### config.mk
export PLATFORM = sky130hd
export DESIGN_NAME = scariv_vlsu_step_sequencer_flat
export DESIGN_NICKNAME = d
export VERILOG_FILES = /design/src/rtl/scariv_vlsu_step_sequencer_if.sv /design/src/rtl/scariv_vlsu_step_sequencer.sv /design/src/flat_wrapper.sv
export SDC_FILE = /design/constraint.sdc
export NUM_CORES = 1
export LEC_CHECK = 0
export ABC_AREA = 1
export CAP_MARGIN = 10
export CORE_MARGIN = 2
export CORE_UTILIZATION = 52
export DETAILED_ROUTE_END_ITERATION = 12
export GPL_TIMING_DRIVEN = 0
export PLACE_DENSITY = 0.84
export SLEW_MARGIN = 20
export SYNTH_ARGS = -nofsm -noshare
export SYNTH_HDL_FRONTEND = slang
export SYNTH_SLANG_ARGS = --single-unit
export TNS_END_PERCENT = 5
### constraint.sdc
create_clock -name i_clk -period 5.2 [get_ports i_clk]
set_clock_uncertainty 0.1 [all_clocks]
set_input_delay 1.04 -clock i_clk [delete_from_list [all_inputs] [get_ports i_clk]]
set_output_delay 1.04 -clock i_clk [all_outputs]
set_load 0.005 [all_outputs]
### src/rtl/scariv_vlsu_step_sequencer_if.sv
// Signal bundle between the vector LSU step sequencer and its neighbours:
// vector dispatch, the address generator, the LSU issue queue and its credit return.
interface scariv_vlsu_step_sequencer_if #(
   parameter int LMUL_MAX   = 8,
   parameter int VEC_STEP_W = 4
);
   localparam int LW = $clog2(LMUL_MAX) + 1;
   localparam int SW = $clog2(VEC_STEP_W);

   // Handshake: an instruction is taken on a rising edge where i_instr_valid and
   // o_instr_ready are both high and i_flush_valid is low; o_instr_ready never
   // depends on i_instr_valid. o_pipe_valid writes one beat per cycle it is high.
   logic          i_flush_valid;
   logic          i_instr_valid;
   logic          o_instr_ready;
   logic [LW-1:0] i_instr_lmul_num;
   logic [4:0]    i_instr_vd;
   logic          o_ag_valid;
   logic          o_ag_is_last_lmul_index;
   logic [SW-1:0] o_ag_vec_step_index;
   logic          i_ag_stall;
   logic          i_ag_req_splitted;
   logic          o_pipe_valid;
   logic [4:0]    o_pipe_vreg;
   logic [SW-1:0] o_pipe_step;
   logic          o_pipe_split_2nd;
   logic          i_credit_return;
   logic          o_done;
   logic          o_busy;
   logic [1:0]    o_dbg_state;

   modport slave (
      input  i_flush_valid, i_instr_valid, i_instr_lmul_num, i_instr_vd,
             i_ag_stall, i_ag_req_splitted, i_credit_return,
      output o_instr_ready, o_ag_valid, o_ag_is_last_lmul_index, o_ag_vec_step_index,
             o_pipe_valid, o_pipe_vreg, o_pipe_step, o_pipe_split_2nd,
             o_done, o_busy, o_dbg_state
   );

   modport master (
      output i_flush_valid, i_instr_valid, i_instr_lmul_num, i_instr_vd,
             i_ag_stall, i_ag_req_splitted, i_credit_return,
      input  o_instr_ready, o_ag_valid, o_ag_is_last_lmul_index, o_ag_vec_step_index,
             o_pipe_valid, o_pipe_vreg, o_pipe_step, o_pipe_split_2nd,
             o_done, o_busy, o_dbg_state
   );
endinterface

### src/rtl/scariv_vlsu_step_sequencer.sv
// Walks a unit-stride vector memory op over every register and DLEN step, one step
// per cycle, holding back issue until the LSU queue can take both halves of a split.
module scariv_vlsu_step_sequencer #(
   parameter int LMUL_MAX   = 8,
   parameter int VEC_STEP_W = 4,
   parameter int CREDITS    = 4
) (
   input logic i_clk,
   input logic i_reset,
   scariv_vlsu_step_sequencer_if.slave sq_if
);
   localparam int LW = $clog2(LMUL_MAX) + 1;
   localparam int SW = $clog2(VEC_STEP_W);
   localparam int CW = $clog2(CREDITS + 1);

   typedef enum logic [1:0] {
      S_IDLE  = 2'd0,
      S_ISSUE = 2'd1,
      S_SPLIT = 2'd2,
      S_DONE  = 2'd3
   } state_e;

   state_e        state_q;
   logic [4:0]    vd_q;
   logic [LW-1:0] lmul_num_q;
   logic [LW-1:0] lmul_idx_q;
   logic [SW-1:0] step_idx_q;
   logic [CW-1:0] credit_q;
   logic [CW-1:0] credit_d;

   logic ag_valid;
   logic beat;
   logic last_lmul;
   logic last_step;
   logic ret_ok;

   // Two credits are needed to issue so a split's second half always has a slot.
   assign ag_valid  = (state_q == S_ISSUE) && (credit_q >= CW'(2));
   assign beat      = ag_valid || (state_q == S_SPLIT);
   assign last_lmul = (lmul_idx_q == lmul_num_q - LW'(1));
   assign last_step = (step_idx_q == SW'(VEC_STEP_W - 1));
   assign ret_ok    = sq_if.i_credit_return && (credit_q != CW'(CREDITS));

   always_comb begin
      credit_d = credit_q;
      if (beat && !ret_ok) begin
         credit_d = credit_q - CW'(1);
      end else if (!beat && ret_ok) begin
         credit_d = credit_q + CW'(1);
      end
   end

   always_ff @(posedge i_clk) begin
      if (i_reset) begin
         state_q    <= S_IDLE;
         vd_q       <= '0;
         lmul_num_q <= '0;
         lmul_idx_q <= '0;
         step_idx_q <= '0;
         credit_q   <= CW'(CREDITS);
      end else begin
         credit_q <= credit_d;
         if (sq_if.i_flush_valid) begin
            state_q <= S_IDLE;
         end else begin
            case (state_q)
               S_IDLE: begin
                  if (sq_if.i_instr_valid) begin
                     vd_q       <= sq_if.i_instr_vd;
                     lmul_num_q <= sq_if.i_instr_lmul_num;
                     lmul_idx_q <= '0;
                     step_idx_q <= '0;
                     state_q    <= S_ISSUE;
                  end
               end
               S_ISSUE, S_SPLIT: begin
                  // A stalled ISSUE beat is replayed as the split's second half.
                  if (state_q == S_ISSUE && ag_valid && sq_if.i_ag_stall) begin
                     state_q <= S_SPLIT;
                  end else if (beat) begin
                     step_idx_q <= step_idx_q + SW'(1);
                     if (last_step && !last_lmul) begin
                        lmul_idx_q <= lmul_idx_q + LW'(1);
                     end
                     state_q <= (last_step && last_lmul) ? S_DONE : S_ISSUE;
                  end
               end
               S_DONE: begin
                  state_q <= S_IDLE;
               end
               default: begin
                  state_q <= S_IDLE;
               end
            endcase
         end
      end
   end

   assign sq_if.o_instr_ready           = (state_q == S_IDLE);
   assign sq_if.o_busy                  = (state_q != S_IDLE);
   assign sq_if.o_done                  = (state_q == S_DONE);
   assign sq_if.o_ag_valid              = ag_valid;
   assign sq_if.o_ag_is_last_lmul_index = last_lmul;
   assign sq_if.o_ag_vec_step_index     = step_idx_q;
   assign sq_if.o_pipe_valid            = beat;
   assign sq_if.o_pipe_vreg             = vd_q + 5'(lmul_idx_q);
   assign sq_if.o_pipe_step             = step_idx_q;
   assign sq_if.o_pipe_split_2nd        = (state_q == S_SPLIT);
   assign sq_if.o_dbg_state             = state_q;

   a_split_needs_2nd_half: assert property (@(posedge i_clk) disable iff (i_reset)
      (state_q == S_SPLIT && !sq_if.i_flush_valid) |-> sq_if.i_ag_req_splitted);

   a_no_return_when_full: assert property (@(posedge i_clk) disable iff (i_reset)
      sq_if.i_credit_return |-> (credit_q != CW'(CREDITS)));
endmodule
### src/flat_wrapper.sv
// flat-port wrapper written by rule: the top's interface ports become plain ports
module scariv_vlsu_step_sequencer_flat 
#(
   parameter int LMUL_MAX   = 8,
   parameter int VEC_STEP_W = 4,
   parameter int CREDITS    = 4
)
  (i_clk, i_reset, sq_if_i_flush_valid, sq_if_i_instr_valid, sq_if_i_instr_lmul_num, sq_if_i_instr_vd, sq_if_i_ag_stall, sq_if_i_ag_req_splitted, sq_if_i_credit_return, sq_if_o_instr_ready, sq_if_o_ag_valid, sq_if_o_ag_is_last_lmul_index, sq_if_o_ag_vec_step_index, sq_if_o_pipe_valid, sq_if_o_pipe_vreg, sq_if_o_pipe_step, sq_if_o_pipe_split_2nd, sq_if_o_done, sq_if_o_busy, sq_if_o_dbg_state);
  scariv_vlsu_step_sequencer_if #(.LMUL_MAX(LMUL_MAX), .VEC_STEP_W(VEC_STEP_W)) sq_if_i ();
  input logic i_clk;
  input logic i_reset;
  input wire logic [$bits(sq_if_i.i_flush_valid)-1:0] sq_if_i_flush_valid;
  input wire logic [$bits(sq_if_i.i_instr_valid)-1:0] sq_if_i_instr_valid;
  input wire logic [$bits(sq_if_i.i_instr_lmul_num)-1:0] sq_if_i_instr_lmul_num;
  input wire logic [$bits(sq_if_i.i_instr_vd)-1:0] sq_if_i_instr_vd;
  input wire logic [$bits(sq_if_i.i_ag_stall)-1:0] sq_if_i_ag_stall;
  input wire logic [$bits(sq_if_i.i_ag_req_splitted)-1:0] sq_if_i_ag_req_splitted;
  input wire logic [$bits(sq_if_i.i_credit_return)-1:0] sq_if_i_credit_return;
  output wire logic [$bits(sq_if_i.o_instr_ready)-1:0] sq_if_o_instr_ready;
  output wire logic [$bits(sq_if_i.o_ag_valid)-1:0] sq_if_o_ag_valid;
  output wire logic [$bits(sq_if_i.o_ag_is_last_lmul_index)-1:0] sq_if_o_ag_is_last_lmul_index;
  output wire logic [$bits(sq_if_i.o_ag_vec_step_index)-1:0] sq_if_o_ag_vec_step_index;
  output wire logic [$bits(sq_if_i.o_pipe_valid)-1:0] sq_if_o_pipe_valid;
  output wire logic [$bits(sq_if_i.o_pipe_vreg)-1:0] sq_if_o_pipe_vreg;
  output wire logic [$bits(sq_if_i.o_pipe_step)-1:0] sq_if_o_pipe_step;
  output wire logic [$bits(sq_if_i.o_pipe_split_2nd)-1:0] sq_if_o_pipe_split_2nd;
  output wire logic [$bits(sq_if_i.o_done)-1:0] sq_if_o_done;
  output wire logic [$bits(sq_if_i.o_busy)-1:0] sq_if_o_busy;
  output wire logic [$bits(sq_if_i.o_dbg_state)-1:0] sq_if_o_dbg_state;
  assign sq_if_i.i_flush_valid = sq_if_i_flush_valid;
  assign sq_if_i.i_instr_valid = sq_if_i_instr_valid;
  assign sq_if_i.i_instr_lmul_num = sq_if_i_instr_lmul_num;
  assign sq_if_i.i_instr_vd = sq_if_i_instr_vd;
  assign sq_if_i.i_ag_stall = sq_if_i_ag_stall;
  assign sq_if_i.i_ag_req_splitted = sq_if_i_ag_req_splitted;
  assign sq_if_i.i_credit_return = sq_if_i_credit_return;
  assign sq_if_o_instr_ready = sq_if_i.o_instr_ready;
  assign sq_if_o_ag_valid = sq_if_i.o_ag_valid;
  assign sq_if_o_ag_is_last_lmul_index = sq_if_i.o_ag_is_last_lmul_index;
  assign sq_if_o_ag_vec_step_index = sq_if_i.o_ag_vec_step_index;
  assign sq_if_o_pipe_valid = sq_if_i.o_pipe_valid;
  assign sq_if_o_pipe_vreg = sq_if_i.o_pipe_vreg;
  assign sq_if_o_pipe_step = sq_if_i.o_pipe_step;
  assign sq_if_o_pipe_split_2nd = sq_if_i.o_pipe_split_2nd;
  assign sq_if_o_done = sq_if_i.o_done;
  assign sq_if_o_busy = sq_if_i.o_busy;
  assign sq_if_o_dbg_state = sq_if_i.o_dbg_state;
  scariv_vlsu_step_sequencer #(.LMUL_MAX(LMUL_MAX), .VEC_STEP_W(VEC_STEP_W), .CREDITS(CREDITS)) u_core (.i_clk(i_clk), .i_reset(i_reset), .sq_if(sq_if_i));
endmodule
==> results of run 1 <==
==> report_power, final <==
group / leakage, uW / internal [uW] / switching, uW / total (uW)
clock network: 0.0000279 / 78.0 / 52.9 / 131
registers: 0.000164 / 165 / 12.0 / 177
logic: 0.000612 / 61.6 / 66.6 / 128
==> layer usage <==
layer,global-route usage (%),vias up
li1,-,672
met1,23.1,636
met2,41.3,29
met3,4.57,8
met4,11.0,0
met5,0,-
==> kinds of logic after synthesis <==
family	after synthesis	share of synthesized area [%]
AO/OA/AOI/OAI	36	14.2
XOR/XNOR	5	3.22
adder cells (fa/ha/maj)	15	14.9
buffers and inverters	35	11.9
flip-flops	20	29.4
AND/OR/NAND/NOR	77	26.4
==> critical path, cell delays in order (launching register included) <==
cell	delay, ns
sky130_fd_sc_hd__dfxtp_1	0.46
sky130_fd_sc_hd__ha_1	0.22
sky130_fd_sc_hd__inv_1	0.06
sky130_fd_sc_hd__fa_1	0.45
sky130_fd_sc_hd__o21ai_0	0.26
sky130_fd_sc_hd__xor2_1	0.17
sky130_fd_sc_hd__clkdlybuf4s50_1	0.51
==> how the worst max path moves through the flow <==
stage	cells after the start	start	slack (ns)	endpoint
floorplan	5	u_core.lmul_idx_q[0]	2.63	sq_if_o_pipe_vreg[4]
detailed placement	6	u_core.lmul_idx_q[0]	1.98	sq_if_o_pipe_vreg[4]
CTS	6	u_core.lmul_idx_q[0]	1.60	sq_if_o_pipe_vreg[4]
finish	6	u_core.lmul_idx_q[0]	1.61	sq_if_o_pipe_vreg[4]
global route	6	u_core.lmul_idx_q[0]	1.45	sq_if_o_pipe_vreg[4]
global placement	6	u_core.lmul_idx_q[0]	1.99	sq_if_o_pipe_vreg[4]
==> sequential cells by signal, summed over array words and instances (netlist names) <==
| register | cells |
|---|---|
| u_core.sq_if.o_ag_vec_step_index | 2 |
| u_core.sq_if.o_dbg_state | 2 |
| u_core.vd_q | 5 |
| u_core.lmul_num_q | 4 |
| u_core.credit_q | 3 |
| u_core.lmul_idx_q | 4 |
==> area by class of cell <==
class | instances | area share (%)
Multi-Input combinational cell | 133 | 45.1
Sequential cell | 20 | 22.6
Timing Repair Buffer | 32 | 18.1
Inverter | 29 | 6.14
Buffer | 6 | 2.97
Tap cell | 30 | 2.12
Clock inverter | 1 | 1.69
Clock buffer | 3 | 1.27
==> stage by stage <==
step	hold WS, ns	instance area, um^2	setup slack (ns)	total power (uW)	instances
3_5_place_dp	0.395	1720	1.98	307	250
3_3_place_gp	0.383	1720	1.99	299	250
5_1_grt	0.431	1770	1.45	457	254
6_report	0.408	1770	1.61	437	254
2_1_floorplan	0.365	1360	2.63	258	188
4_1_cts	0.414	1770	1.60	437	254
==> placed cells by master, fill, tap and decap left out, types with 2 or more instances in the layout <==
cell type,n
sky130_fd_sc_hd__nand2_1,41
sky130_fd_sc_hd__clkdlybuf4s50_1,32
sky130_fd_sc_hd__inv_1,23
sky130_fd_sc_hd__dfxtp_1,20
sky130_fd_sc_hd__a21oi_1,17
sky130_fd_sc_hd__nor2_1,15
sky130_fd_sc_hd__ha_1,13
sky130_fd_sc_hd__o21ai_0,12
sky130_fd_sc_hd__nand3_1,10
sky130_fd_sc_hd__inv_2,6
sky130_fd_sc_hd__nand3_2,3
sky130_fd_sc_hd__xor2_1,3
sky130_fd_sc_hd__buf_4,3
sky130_fd_sc_hd__clkbuf_4,3
sky130_fd_sc_hd__nand2_2,2
sky130_fd_sc_hd__xnor2_1,2
sky130_fd_sc_hd__o21ai_1,2
sky130_fd_sc_hd__fa_1,2
==> impl_summary.log, run 1 <==
INFO  metric start_kind = flip-flop
INFO  metric critPathKind = reg2out
INFO  metric cts_root_buffer = sky130_fd_sc_hd__clkbuf_4
INFO  metric rr_startpoint = u_core.sq_if.o_dbg_state[1]
INFO  metric yosysSeqAreaShare = between 20 and 30%
INFO  metric rr_worst_depth = 11
INFO  metric num_io_pins = 34
INFO  metric htreeDepth = 1
INFO  metric postRouteAntennaNets = 0
INFO  metric min_to = u_core.vd_q[1]
INFO  metric grt_first_pass_wirelength = 4800 um
INFO  metric syn-mean-instance-area = ~7.2 um^2
INFO  metric gp_congestion = approximately 0.83
INFO  metric setup_violations = 0
INFO  metric critPathRequiredTime = 4.06 ns
INFO  metric grt-ovfl-total = 0
INFO  metric initial_util = approximately 55%
INFO  metric dp.final_hpwl = 2350 um
INFO  metric grt_util_all_layers = between 20% and 30%
INFO  metric drt_drc_violations_left = 0
INFO  metric synth.net_count = 219
INFO  metric route.vias.total = 1,345
INFO  metric period_share = 69.1%
INFO  metric top_layer_used = met4
INFO  metric drt_iter0_markers = 26
INFO  metric postSynth.topFlopCell = sky130_fd_sc_hd__dfxtp_1
INFO  metric worst_hold_path.num_cells = 2
INFO  metric io_buffer_count = 32
INFO  metric routedWlPerCell = 12.2 um
INFO  metric area_of_the_placeable_core = 2480 um^2
INFO  metric synthMostInstantiatedCell = sky130_fd_sc_hd__nand2_1
INFO  metric tightest_slew_margin_relative_to_the_limit = 76.0%
INFO  metric layout_cells_sized_above_1 = 12.5%
INFO  metric clock.fmax = 0.278 GHz
INFO  metric initial_antenna_violation_count = 0
INFO  metric maxSlewViolCount = 0
INFO  metric clk-insertion-delay-late = 0.32 ns
INFO  metric cts_hold_buf = 0
INFO  metric critical_path.reg2reg.endpoint = u_core.credit_q[2]
INFO  metric synth.area.top_cells = sky130_fd_sc_hd__dfxtp_1 29%, sky130_fd_sc_hd__ha_1 12%, sky130_fd_sc_hd__nand2_1 11%
INFO  metric setup.worst_path.end_class = output port
INFO  metric power.ir.vdd_worst = 0.167 mV
INFO  metric design.die.area = 3040 um^2
INFO  metric worstHoldPathType = reg2reg
INFO  metric via_per_inst = 5.30
INFO  metric met3WireLength = 104 um
INFO  metric tritoncts_clock_tree = done
INFO  metric power_density = between 200 and 250 nW/um^2
INFO  metric wirelength_met1 = approximately 1400 um
INFO  metric synthCells = 188
INFO  metric first_pass_iters = 4
INFO  metric numClockSinks = 20
INFO  metric ctsLongestPathBuffers = 2
INFO  metric clock_buffers_created_by_tritoncts = 3
INFO  metric postSynth.asyncResetShare = 0%
INFO  metric run_status = complete, no violations
INFO  metric cts.reportedPaths.clkPinSlew = 0.13 ns
INFO  metric share_of_the_core_filled_with_cells = 71.5%
INFO  metric num-fill-cells = 200
INFO  metric pin_count_of_the_biggest_net_entering_global_routing = 13
INFO  metric yosys.area.top_type_share = roughly 29%
INFO  metric timing.max_cap.violations = 0
INFO  metric tightest_slew = 0.358 ns
INFO  metric ys_types = 30
INFO  metric synth.ff_latch_count = 20
INFO  metric post-cts-setup-buffers = 0
INFO  metric edff_count_synth = 0
INFO  metric synth.top_cells.by_count = 41 x sky130_fd_sc_hd__nand2_1, 23 x sky130_fd_sc_hd__inv_1, 20 x sky130_fd_sc_hd__dfxtp_1, 17 x sky130_fd_sc_hd__a21oi_1, 15 x sky130_fd_sc_hd__nor2_1
INFO  metric path_max_fanout = 6
INFO  metric netlist_area = 1360 um^2
INFO  metric met2_length = approximately 1600 um
INFO  metric yosys_warnings = 0
INFO  metric fin_tns_setup = 0 ns
INFO  metric seqCellArea = 400 um^2
INFO  metric die_w = between 50 and 60 um
INFO  metric chipHeight = 55.2 um
INFO  metric finalHoldViolations = 0
INFO  metric power.leakage = 0.000804 uW
INFO  metric period_needed = 3.59 ns
INFO  metric finalNetCount = 256
INFO  metric multi_input_comb_area = 800 um^2
INFO  metric r2r_setup_slack = 3.06 ns
INFO  metric antenna_diode_count = 0
INFO  metric hold_start = u_core.vd_q[1]
INFO  metric layout-area-overhead-vs-synth = 30.1%
INFO  metric unrepaired_setup_endpoints_after_global_routing = false
INFO  metric rows = 18
INFO  metric cts_repair_resize_count = 0
INFO  metric drt_wl_total = 3100 um
INFO  metric timing.critical_path.arrival = 2.45 ns
INFO  metric via_count_of_the_first_global_routing_pass = approximately 1,300
INFO  metric synthDominantAreaCellType = sky130_fd_sc_hd__dfxtp_1
Note: power is estimated with default switching activity, not from simulation.
==> run 2, diff against run 1 <==
Settings changed: CORE_UTILIZATION 52 to 49, PLACE_DENSITY 0.84 to 0.8.
Clock period 5.2 ns to 3.6 ns, I/O delays scaled along.
==> run 2 against run 1 <==
Effect of this change: die area increased by 5.7%; global-route usage decreased by 3.4 points; register-to-register slack lost 1.6 ns; count of clock-buffer cells in the layout is the same; sequential power grew 44%; routed wire length decreased by 13%; critical path type unchanged; highest routed layer unchanged.
==> impl_summary.log, run 2 (synthesized netlist as in run 1, its figures left out) <==
INFO  metric final_cell_mix = 41 x sky130_fd_sc_hd__nand2_1, 32 x sky130_fd_sc_hd__clkdlybuf4s50_1, 23 x sky130_fd_sc_hd__inv_1, 20 x sky130_fd_sc_hd__dfxtp_1, 17 x sky130_fd_sc_hd__a21oi_1
INFO  metric via_count_of_the_first_global_routing_pass = 1,167 (-6.9%)
INFO  metric layout_cells_sized_above_1 = 12.1% (-0.39 points)
INFO  metric tightest_slew_margin_relative_to_the_limit = 76.4% (+0.39 points)
INFO  metric pin_count_of_the_biggest_net_entering_global_routing = 11 (-2)
INFO  metric num-fill-cells = 260 (+30%)
INFO  metric unrepaired_setup_endpoints_after_global_routing = false
INFO  metric antenna_diode_count = 0 (unchanged)
INFO  metric start_kind = flip-flop
INFO  metric largest_reg_flops = 5 (unchanged)
INFO  metric initial_util = 50.7% (-4.3 points)
INFO  metric rr_worst_depth = 11 (unchanged)
INFO  metric finalNetCount = 256 (unchanged)
INFO  metric finalHoldViolations = 0 (unchanged)
INFO  metric switching_power = 173 uW (+32%)
INFO  metric cts.reportedPaths.clkPinSlew = 0.11 ns (-0.02 ns)
INFO  metric die_w = 56.7 um (+2.8%)
INFO  metric critical_path.reg2reg.endpoint = u_core.credit_q[2]
INFO  metric clk-insertion-delay-late = 0.30 ns (-0.02 ns)
INFO  metric layout-area-overhead-vs-synth = 28.0%
INFO  metric maxSlewViolCount = 0 (unchanged)
INFO  metric power.ir.vdd_worst = 0.318 mV (+90%)
INFO  metric first_pass_iters = 4 (unchanged)
INFO  metric max_stage_delay = 0.51 ns (about the same)
INFO  metric cp_slowest_cell = sky130_fd_sc_hd__clkdlybuf4s50_1
INFO  metric path_max_fanout = 6 (unchanged)
INFO  metric power_switching_share = 32.2% (+2.0 points)
INFO  metric grt_util_all_layers = 18.7% (-3.4 points)
INFO  metric r2r_setup_slack = 1.47 ns (-1.59 ns)
INFO  metric setup_violations = 0 (unchanged)
INFO  metric io_buffer_count = 32 (unchanged)
INFO  metric clock.fmax = 0.312 GHz
INFO  metric grt-ovfl-total = 0 (unchanged)
INFO  metric timing.max_cap.violations = 0 (unchanged)
INFO  metric clock_buffers_created_by_tritoncts = 3 (unchanged)
INFO  metric worst_hold_path.num_cells = 2 (unchanged)
INFO  metric num_io_pins = 34 (unchanged)
INFO  metric chipHeight = 56.7 um (+2.8%)
INFO  metric period_share = 89.0%
INFO  metric power.sequential.fraction = 47.2% (+6.6 points)
INFO  metric numClockSinks = 20 (unchanged)
INFO  metric cts_root_buffer = sky130_fd_sc_hd__clkbuf_4
INFO  metric max_flop_register = u_core.vd_q
INFO  metric tightest_slew = 0.352 ns (-0.00586 ns)
INFO  metric rows = 19 (+1)
INFO  metric period_needed = ~3.2 ns
INFO  metric area_of_the_placeable_core = 2690 um^2 (+8.4%)
INFO  metric finalPower = 539 uW (+24%)
INFO  metric ctsLongestPathBuffers = 2 (unchanged)
INFO  metric post-cts-setup-buffers = 0 (unchanged)
INFO  metric internal-power = 366 uW (+20%)
INFO  metric via_per_inst = 5.02 (-5.2%)
INFO  metric rr_startpoint = u_core.sq_if.o_dbg_state[1]
INFO  metric p_clk_share = 19.7% (-10 points)
INFO  metric power_density = 309 nW/um^2 (+26%)
INFO  metric critPathRequiredTime = 2.78 ns (-1.28 ns)
INFO  metric setup.worst_path.end_class = output port
INFO  metric route.vias.total = 1,275 (-5.2%)
INFO  metric timing.critical_path.arrival = 2.39 ns (-0.06 ns)
INFO  metric min_to = u_core.sq_if.o_ag_vec_step_index[1]
INFO  metric hold_start = u_core.sq_if.o_ag_vec_step_index[1]
INFO  metric cts_hold_buf = 0 (unchanged)
INFO  metric tritoncts_clock_tree = done
INFO  metric crit_chain = ha_1 > inv_1 > fa_1 > o21ai_0 > xor2_1 > clkdlybuf4s50_1
INFO  metric worstHoldPathType = reg2reg
INFO  metric drt_drc_violations_left = 0 (unchanged)
INFO  metric routedWlPerCell = 10.6 um (-13%)
INFO  metric final.hold.worst_slack = 0.406 ns (-0.00240 ns)
INFO  metric most_common_cell_after_layout_fill_and_taps_aside = sky130_fd_sc_hd__nand2_1
INFO  metric cts_repair_resize_count = 0 (unchanged)
INFO  metric drt_iter0_markers = 43 (+65%)
INFO  metric drt_wl_total = 2690 um (-13%)
INFO  metric grt_first_pass_wirelength = 4830 um (+0.58%)
INFO  metric dp.final_hpwl = 2120 um (-10%)
INFO  metric gp_congestion = 0.840 (+1.3%)
INFO  metric pwr-share-comb = 33.1% (+3.7 points)
INFO  metric design.die.area = 3220 um^2 (+5.7%)
INFO  metric postRouteAntennaNets = 0 (unchanged)
INFO  metric htreeDepth = 1 (unchanged)
INFO  metric power.leakage = 0.000789 uW (-1.8%)
INFO  metric registers_with_the_most_flip_flops = u_core.vd_q (5), u_core.lmul_idx_q (4), u_core.lmul_num_q (4)
INFO  metric initial_antenna_violation_count = 0 (unchanged)
INFO  metric run_status = complete, no violations
INFO  metric critPathKind = reg2out
INFO  metric fin_tns_setup = 0 ns (unchanged)
run 2: worst max-delay path by stage:
stage	startpoint	end	slack, ns	depth (start not counted)
global placement	u_core.lmul_idx_q[0]	sq_if_o_pipe_vreg[4]	0.72	6
floorplan	u_core.lmul_idx_q[0]	sq_if_o_pipe_vreg[4]	1.35	5
global route	u_core.lmul_idx_q[0]	sq_if_o_pipe_vreg[4]	0.15	6
detailed placement	u_core.lmul_idx_q[0]	sq_if_o_pipe_vreg[4]	0.72	6
finish	u_core.lmul_idx_q[0]	sq_if_o_pipe_vreg[4]	0.39	6
CTS	u_core.lmul_idx_q[0]	sq_if_o_pipe_vreg[4]	0.37	6
run 2: routing by layer:
metal | global-route usage, % | part of all wire (%) | routed length (um) | vias up
li1 | - | - | - | 669
met1 | 24.6 | 49 | 1330 | 578
met3 | 5.53 | 4.8 | 128 | 2
met2 | 29.7 | 45 | 1220 | 26
met4 | 5.10 | 0.63 | 17 | 0
met5 | 0 | 0 | 0 | -
run 2: cell type report:
class	count	area [um^2]	area share, %
timing repair buffer	32	320	18.4
multi-input combinational	133	800	45.9
inverter	29	109	6.25
buffer	6	52.6	3.02
clock buffer	3	22.5	1.29
sequential	20	400	23.0
tap	31	38.8	2.23
run 2: per-stage QoR:
step	setup slack (ns)	std cells	instance area [um^2]	util, %
floorplan	1.35	188	1360	-
global placement	0.715	251	1720	64.0
detailed placement	0.718	251	1720	64.0
CTS	0.370	254	1740	64.9
global route	0.151	254	1740	64.9
finish	0.394	254	1740	64.9
run 2: critical path, delay by kind of cell (launching register included):
kind	cells	cell delay [ns]
buffers and inverters	2	0.58
AO/OA/AOI/OAI	1	0.25
adder cells (fa/ha/maj)	2	0.66
XOR/XNOR	1	0.16
flip-flops	1	0.44
run 2: power groups by stage:
stage	Sequential, uW	Clock [uW]	Combinational [uW]
global route	258	122	204
detailed placement	260	0	180
finish	255	106	178
global placement	260	0	176
floorplan	256	0	116
CTS	255	111	180
